--- config.mk ---
export PLATFORM = sky130hd
export DESIGN_NAME = hex_str2word
export DESIGN_NICKNAME = d
export VERILOG_FILES = /design/src/rtl/hex_str2word.sv
export SDC_FILE = /design/constraint.sdc
export NUM_CORES = 1
export LEC_CHECK = 0
export ABC_CLOCK_PERIOD_IN_PS = 4000
export CORE_ASPECT_RATIO = 0.7
export CORE_MARGIN = 5
export CORE_UTILIZATION = 42
export CTS_CLUSTER_DIAMETER = 120
export DETAILED_ROUTE_END_ITERATION = 6
export PLACE_DENSITY_LB_ADDON = 0.15
export SLEW_MARGIN = 15
export SYNTH_ARGS = -nofsm -noshare
export SYNTH_HDL_FRONTEND = slang
export SYNTH_SLANG_ARGS = --single-unit
export TNS_END_PERCENT = 100
--- constraint.sdc ---
create_clock -name clk -period 4 [get_ports clk]
set_input_delay 1 -clock clk [delete_from_list [all_inputs] [get_ports clk]]
set_output_delay 1 -clock clk [all_outputs]
set_load 0.05 [all_outputs]
--- src/rtl/hex_str2word.sv ---
// ASCII hex string to word assembler: collects up to DIGITS hex characters,
// emits on digit count or delimiter, aborts on invalid characters or idle timeout.
module hex_str2word #(
  parameter int unsigned DIGITS  = 8,
  parameter int unsigned DOUT_W  = 4 * DIGITS,
  parameter int unsigned TIMEOUT = 50000
) (
  input  logic              clk,
  input  logic              rst_n,
  input  logic [7:0]        din,
  input  logic              din_vld,
  output logic [DOUT_W-1:0] dout,
  output logic              dout_vld,
  output logic              err,
  output logic              busy
);

  localparam int unsigned CNT_W = 5;
  localparam int unsigned TO_W  = 32;

  typedef enum logic {
    IDLE,
    COLLECT
  } state_t;

  state_t              state_q, state_d;
  logic [DOUT_W-1:0]   acc_q, acc_d;
  logic [CNT_W-1:0]    cnt_q, cnt_d;
  logic [TO_W-1:0]     to_q, to_d;
  logic [DOUT_W-1:0]   dout_q, dout_d;
  logic                dout_vld_q, dout_vld_d;
  logic                err_q, err_d;

  logic                is_hex;
  logic                is_delim;
  logic [3:0]          digit;
  logic [DOUT_W-1:0]   acc_sh;
  logic [CNT_W-1:0]    cnt_inc;
  logic [TO_W-1:0]     to_inc;

  always_comb begin
    is_hex = 1'b0;
    digit  = 4'd0;
    if (din >= 8'h30 && din <= 8'h39) begin
      is_hex = 1'b1;
      digit  = din[3:0];
    end else if ((din >= 8'h41 && din <= 8'h46) || (din >= 8'h61 && din <= 8'h66)) begin
      is_hex = 1'b1;
      digit  = din[3:0] + 4'd9;
    end
    is_delim = (din == 8'h20) || (din == 8'h0D) || (din == 8'h0A) || (din == 8'h2C);
  end

  // Shift written as a truncating multiply-free shift so DIGITS=1 stays legal.
  assign acc_sh  = DOUT_W'(acc_q << 4) | DOUT_W'(digit);
  assign cnt_inc = cnt_q + CNT_W'(1);
  assign to_inc  = to_q + TO_W'(1);

  always_comb begin
    state_d    = state_q;
    acc_d      = acc_q;
    cnt_d      = cnt_q;
    to_d       = to_q;
    dout_d     = dout_q;
    dout_vld_d = 1'b0;
    err_d      = 1'b0;
    case (state_q)
      IDLE: begin
        to_d = '0;
        if (din_vld) begin
          if (is_hex) begin
            if (DIGITS == 1) begin
              dout_d     = DOUT_W'(digit);
              dout_vld_d = 1'b1;
              acc_d      = '0;
              cnt_d      = '0;
            end else begin
              acc_d   = DOUT_W'(digit);
              cnt_d   = CNT_W'(1);
              state_d = COLLECT;
            end
          end else if (!is_delim) begin
            err_d = 1'b1;
          end
        end
      end
      COLLECT: begin
        if (din_vld) begin
          to_d = '0;
          if (is_hex) begin
            acc_d = acc_sh;
            cnt_d = cnt_inc;
            if (cnt_inc == CNT_W'(DIGITS)) begin
              dout_d     = acc_sh;
              dout_vld_d = 1'b1;
              state_d    = IDLE;
              acc_d      = '0;
              cnt_d      = '0;
            end
          end else if (is_delim) begin
            dout_d     = acc_q;
            dout_vld_d = 1'b1;
            state_d    = IDLE;
            acc_d      = '0;
            cnt_d      = '0;
          end else begin
            err_d   = 1'b1;
            state_d = IDLE;
            acc_d   = '0;
            cnt_d   = '0;
          end
        end else begin
          to_d = to_inc;
          if (TIMEOUT != 0 && to_inc == TO_W'(TIMEOUT)) begin
            err_d   = 1'b1;
            state_d = IDLE;
            acc_d   = '0;
            cnt_d   = '0;
            to_d    = '0;
          end
        end
      end
      default: begin
        state_d = IDLE;
        acc_d   = '0;
        cnt_d   = '0;
        to_d    = '0;
      end
    endcase
  end

  always_ff @(posedge clk or negedge rst_n) begin
    if (!rst_n) begin
      state_q    <= IDLE;
      acc_q      <= '0;
      cnt_q      <= '0;
      to_q       <= '0;
      dout_q     <= '0;
      dout_vld_q <= 1'b0;
      err_q      <= 1'b0;
    end else begin
      state_q    <= state_d;
      acc_q      <= acc_d;
      cnt_q      <= cnt_d;
      to_q       <= to_d;
      dout_q     <= dout_d;
      dout_vld_q <= dout_vld_d;
      err_q      <= err_d;
    end
  end

  assign dout     = dout_q;
  assign dout_vld = dout_vld_q;
  assign err      = err_q;
  assign busy     = (state_q == COLLECT);

endmodule
==> impl_metrics.yaml <==
cells_and_area:
  final_cells: 724
  diodes: 0
  area_growth_pct: 17.87
  drive_gt1_share_pct: 7.231
  nNetsFinal: 580
critical_path:
  crit_type: "register to register"
  critPathMaxStageDelay_ps: 630
  path_common_cell: "a22o_1"
  cp_cell_sequence: "ha_1 -> nand3_1 -> nor4_2 -> nand4_1 -> mux2i_1 -> a22o_1 -> or4_4 -> o21a_1 -> buf_4 -> a22o_1"
  crit_path_start: "to_q[0]$_DFF_PN0_"
  cp_num_buf_inv: 1
  r2r_start: "to_q[0]$_DFF_PN0_"
  worstPathMaxFanout: 36
  crit_family: "simple AND/OR/NAND/NOR gates"
  reg2regPathDepth: 10
  worst_setup_path_end_kind: "register"
  critPathSlowestCell: "nor4_2"
  cp.depth: 10
  r2r_slack_ps: 310
  cp.arrival_ps: 3920
  endpoint: "cnt_q[3]$_DFFE_PN0P_"
  start_kind: "register"
  timing.rr.end: "cnt_q[3]$_DFFE_PN0P_"
  required_ps: 4230
grt:
  grt_pass1_wl_mm: 20.00
  track_usage_pct: 17.29
  first_global_vias: 3778
  overflow: 0
  antenna_found_initial: 0
  grt_max_degree: 58
outcome:
  status: "finished, final reports clean"
synth:
  synth_area_per_cell_um2: 9.739
  synthCells: 522
  ys_seq_area_share_pct: 51.19
  synth-edff-count: 0
  yosys_warnings: 0
  ys_ff_latch: 104
  synth-main-ff-cell: "dfrtp_1"
  synth_nets: 539
  synthesis.area_um2: 5084
  async_flop_share_pct: 100.0
  synth_cell_types: 49
power:
  internal_power_w: 0.001721
  combPwrFrac_pct: 20.7
  p_switching_w: 0.0007979
  p_per_area_nw_per_um2: 420.4
  seq_power_share_pct: 46.9
  clock_power_share_pct: 32.4
  p_leak_nw: 2.492
  p_sw_share_pct: 31.68
  ir_drop_uv: 246.9
placed_design:
  dp_cells: 709
  portBuffers: 45
  gp_congestion: 0.8558
  place_ws_ps: 303.9
  place.detailed.hpwl_mm: 8.050
sta:
  setup_slack_ps: 307.3
  fin_crit_sh_pct: 92.32
  fmax_mhz: 270.8
  relSlewSlack_pct: 48.08
  rsz0062_at_grt: "false"
  timing.setup.tns_ps: 0
  skew_ps: 9.363
  report.final.hold_viol_count: 0
  slew_viol_final: 0
  finalSetupViolations: 0
  holdWs_ps: 503.4
  worstMarginPinSlew_ps: 778.8
  min_period_ps: 3693
floorplan:
  coreArea_um2: 11770
  die-height_um: 102.0
  die_area_um2: 14440
  num_rows: 33
  floorplan.initialDensity_pct: 43.20
  num_io_pins: 46
  fp.dieW_um: 141.5
min_path:
  hp-class: "register to register"
cts:
  cts_tree: "done"
  hold_buffers: 0
  htree_num_levels: 3
  cts_buffer_depth: 2
  cts_inserted_buffers: 9
  clock-root-buffer: "clkbuf_16"
  clk_pin_slew_ps: 70
  ctsResizeCount: 0
  cts.sinks: 104
  insertion_delay_ps: 340
  postCtsSetupBuffers: 0
routing:
  detail-route-antenna-nets: 0
  post-route-drc-count: 0
  drtIter0Drc: 305
  vias: 4020
  wl_per_cell_um: 16.33
  dr.pass1.iters: 4
  routed_via_density: 5.552
  wl_mm: 11.82
job:
  drv_cap: 0
-- per-stage QoR --
stage                     utilization [%]  instance area, µm²  total power, W
final                               50.92                5992        0.002519
after global routing                50.92                5992        0.002637
after CTS                           50.92                5992        0.002552
after detailed placement            48.61                5720        0.001729
after global placement              48.61                5720        0.001721
after floorplan                         -                5084        0.001523
-- power groups by stage --
stage               sequential (W)  clock [W]  combinational [W]
floorplan                  0.00141          0           0.000108
global placement           0.00120          0           0.000520
detailed placement         0.00120          0           0.000526
CTS                        0.00118   0.000842           0.000528
global route               0.00119   0.000889           0.000555
finish                     0.00118   0.000817           0.000521
-- sequential cells by signal, indices dropped and copies added (netlist names) --
register,count
to_q,32
acc_q,32
busy,1
dout_vld,1
cnt_q,5
dout,32
err,1
-- per-layer routing --
layer	share of wire [%]	wire [µm]	up-vias	global-route usage [%]
met3	4.8	562	10	3.882
met2	42	4911	98	24.95
met4	0.91	108	0	4.204
li1	-	-	1937	-
met1	53	6239	1975	26.44
met5	0	0	-	0
-- layout by cell type (no fill, tap or decap), types with 3 or more instances in the layout --
| cell | instances |
|---|---|
| ha_1 | 6 |
| buf_4 | 7 |
| nor4_2 | 3 |
| nor3_1 | 3 |
| dfrtp_1 | 104 |
| xnor2_1 | 18 |
| and3_1 | 9 |
| buf_12 | 3 |
| clkbuf_16 | 9 |
| a22o_1 | 33 |
| o2bb2ai_1 | 3 |
| nand4_1 | 9 |
| mux2i_1 | 3 |
| nand3_1 | 23 |
| clkdlybuf4s50_1 | 44 |
| nand2_1 | 79 |
| nor2b_1 | 5 |
| or3_1 | 3 |
| nor2_1 | 77 |
| inv_1 | 7 |
| a31oi_1 | 31 |
| o21ai_0 | 8 |
| nor4_1 | 6 |
| a21oi_1 | 12 |
| xor2_1 | 17 |
| and4_1 | 3 |
-- cell usage after synthesis, types with 3 or more instances --
cell type  number  share of area, %
xor2_1         17               2.9
nor4_1          6              0.74
xnor2_1        18               3.1
dfrtp_1       104                51
and3_1          9               1.1
or3_1           3              0.37
a22o_1         33               5.7
mux2i_1         3              0.59
and4_1          3              0.52
buf_6           4              0.89
nand4_1         9               1.1
clkbuf_1       16               1.2
nor4_2          3              0.74
o21ai_0         8              0.79
buf_2           4              0.39
o2bb2ai_1       3              0.52
ha_1            6               1.5
inv_1           7              0.52
nor2b_1         5              0.62
nor3_1          5              0.49
a31oi_1        31               3.8
nand2_1        79               5.8
nand3_1        23               2.3
a21oi_1        12               1.2
nor2_1         78               5.8
-- kinds of logic (layout without fill, tap and decap cells) --
logic type,after synthesis,in the layout,share of synthesized area [%]
buffers and inverters,31,76,2.978
AND/OR/NAND/NOR,242,242,23.38
flip-flops,104,104,51.19
multiplexers,5,5,1.034
AO/OA/AOI/OAI,99,99,13.91
XOR/XNOR,35,35,6.030
adder cells (fa/ha/maj),6,6,1.477
-- worst min path at each step --
| stage | startpoint | slack [ps] | cells past startpoint | endpoint |
|---|---|---|---|---|
| global placement | acc_q[31]$_DFFE_PN0P_ | 490 | 1 | acc_q[31]$_DFFE_PN0P_ |
| detailed placement | acc_q[28]$_DFFE_PN0P_ | 480 | 1 | acc_q[28]$_DFFE_PN0P_ |
| finish | acc_q[31]$_DFFE_PN0P_ | 500 | 1 | acc_q[31]$_DFFE_PN0P_ |
| CTS | acc_q[31]$_DFFE_PN0P_ | 510 | 1 | acc_q[31]$_DFFE_PN0P_ |
| global route | acc_q[31]$_DFFE_PN0P_ | 530 | 1 | acc_q[31]$_DFFE_PN0P_ |
| floorplan | acc_q[31]$_DFFE_PN0P_ | 470 | 1 | acc_q[31]$_DFFE_PN0P_ |
-- area by class of cell --
| cell class | count | area [µm²] |
|---|---|---|
| clock buffers | 9 | 225.2 |
| clock inverters | 6 | 46.29 |
| fillers | 1082 | 5776 |
| inverters | 7 | 26.28 |
| multi-input cells | 387 | 2342 |
| flip-flops and latches | 104 | 2603 |
| well taps | 157 | 196.4 |
| repair buffers | 54 | 553.0 |
Note: power is estimated with default switching activity, not from simulation.
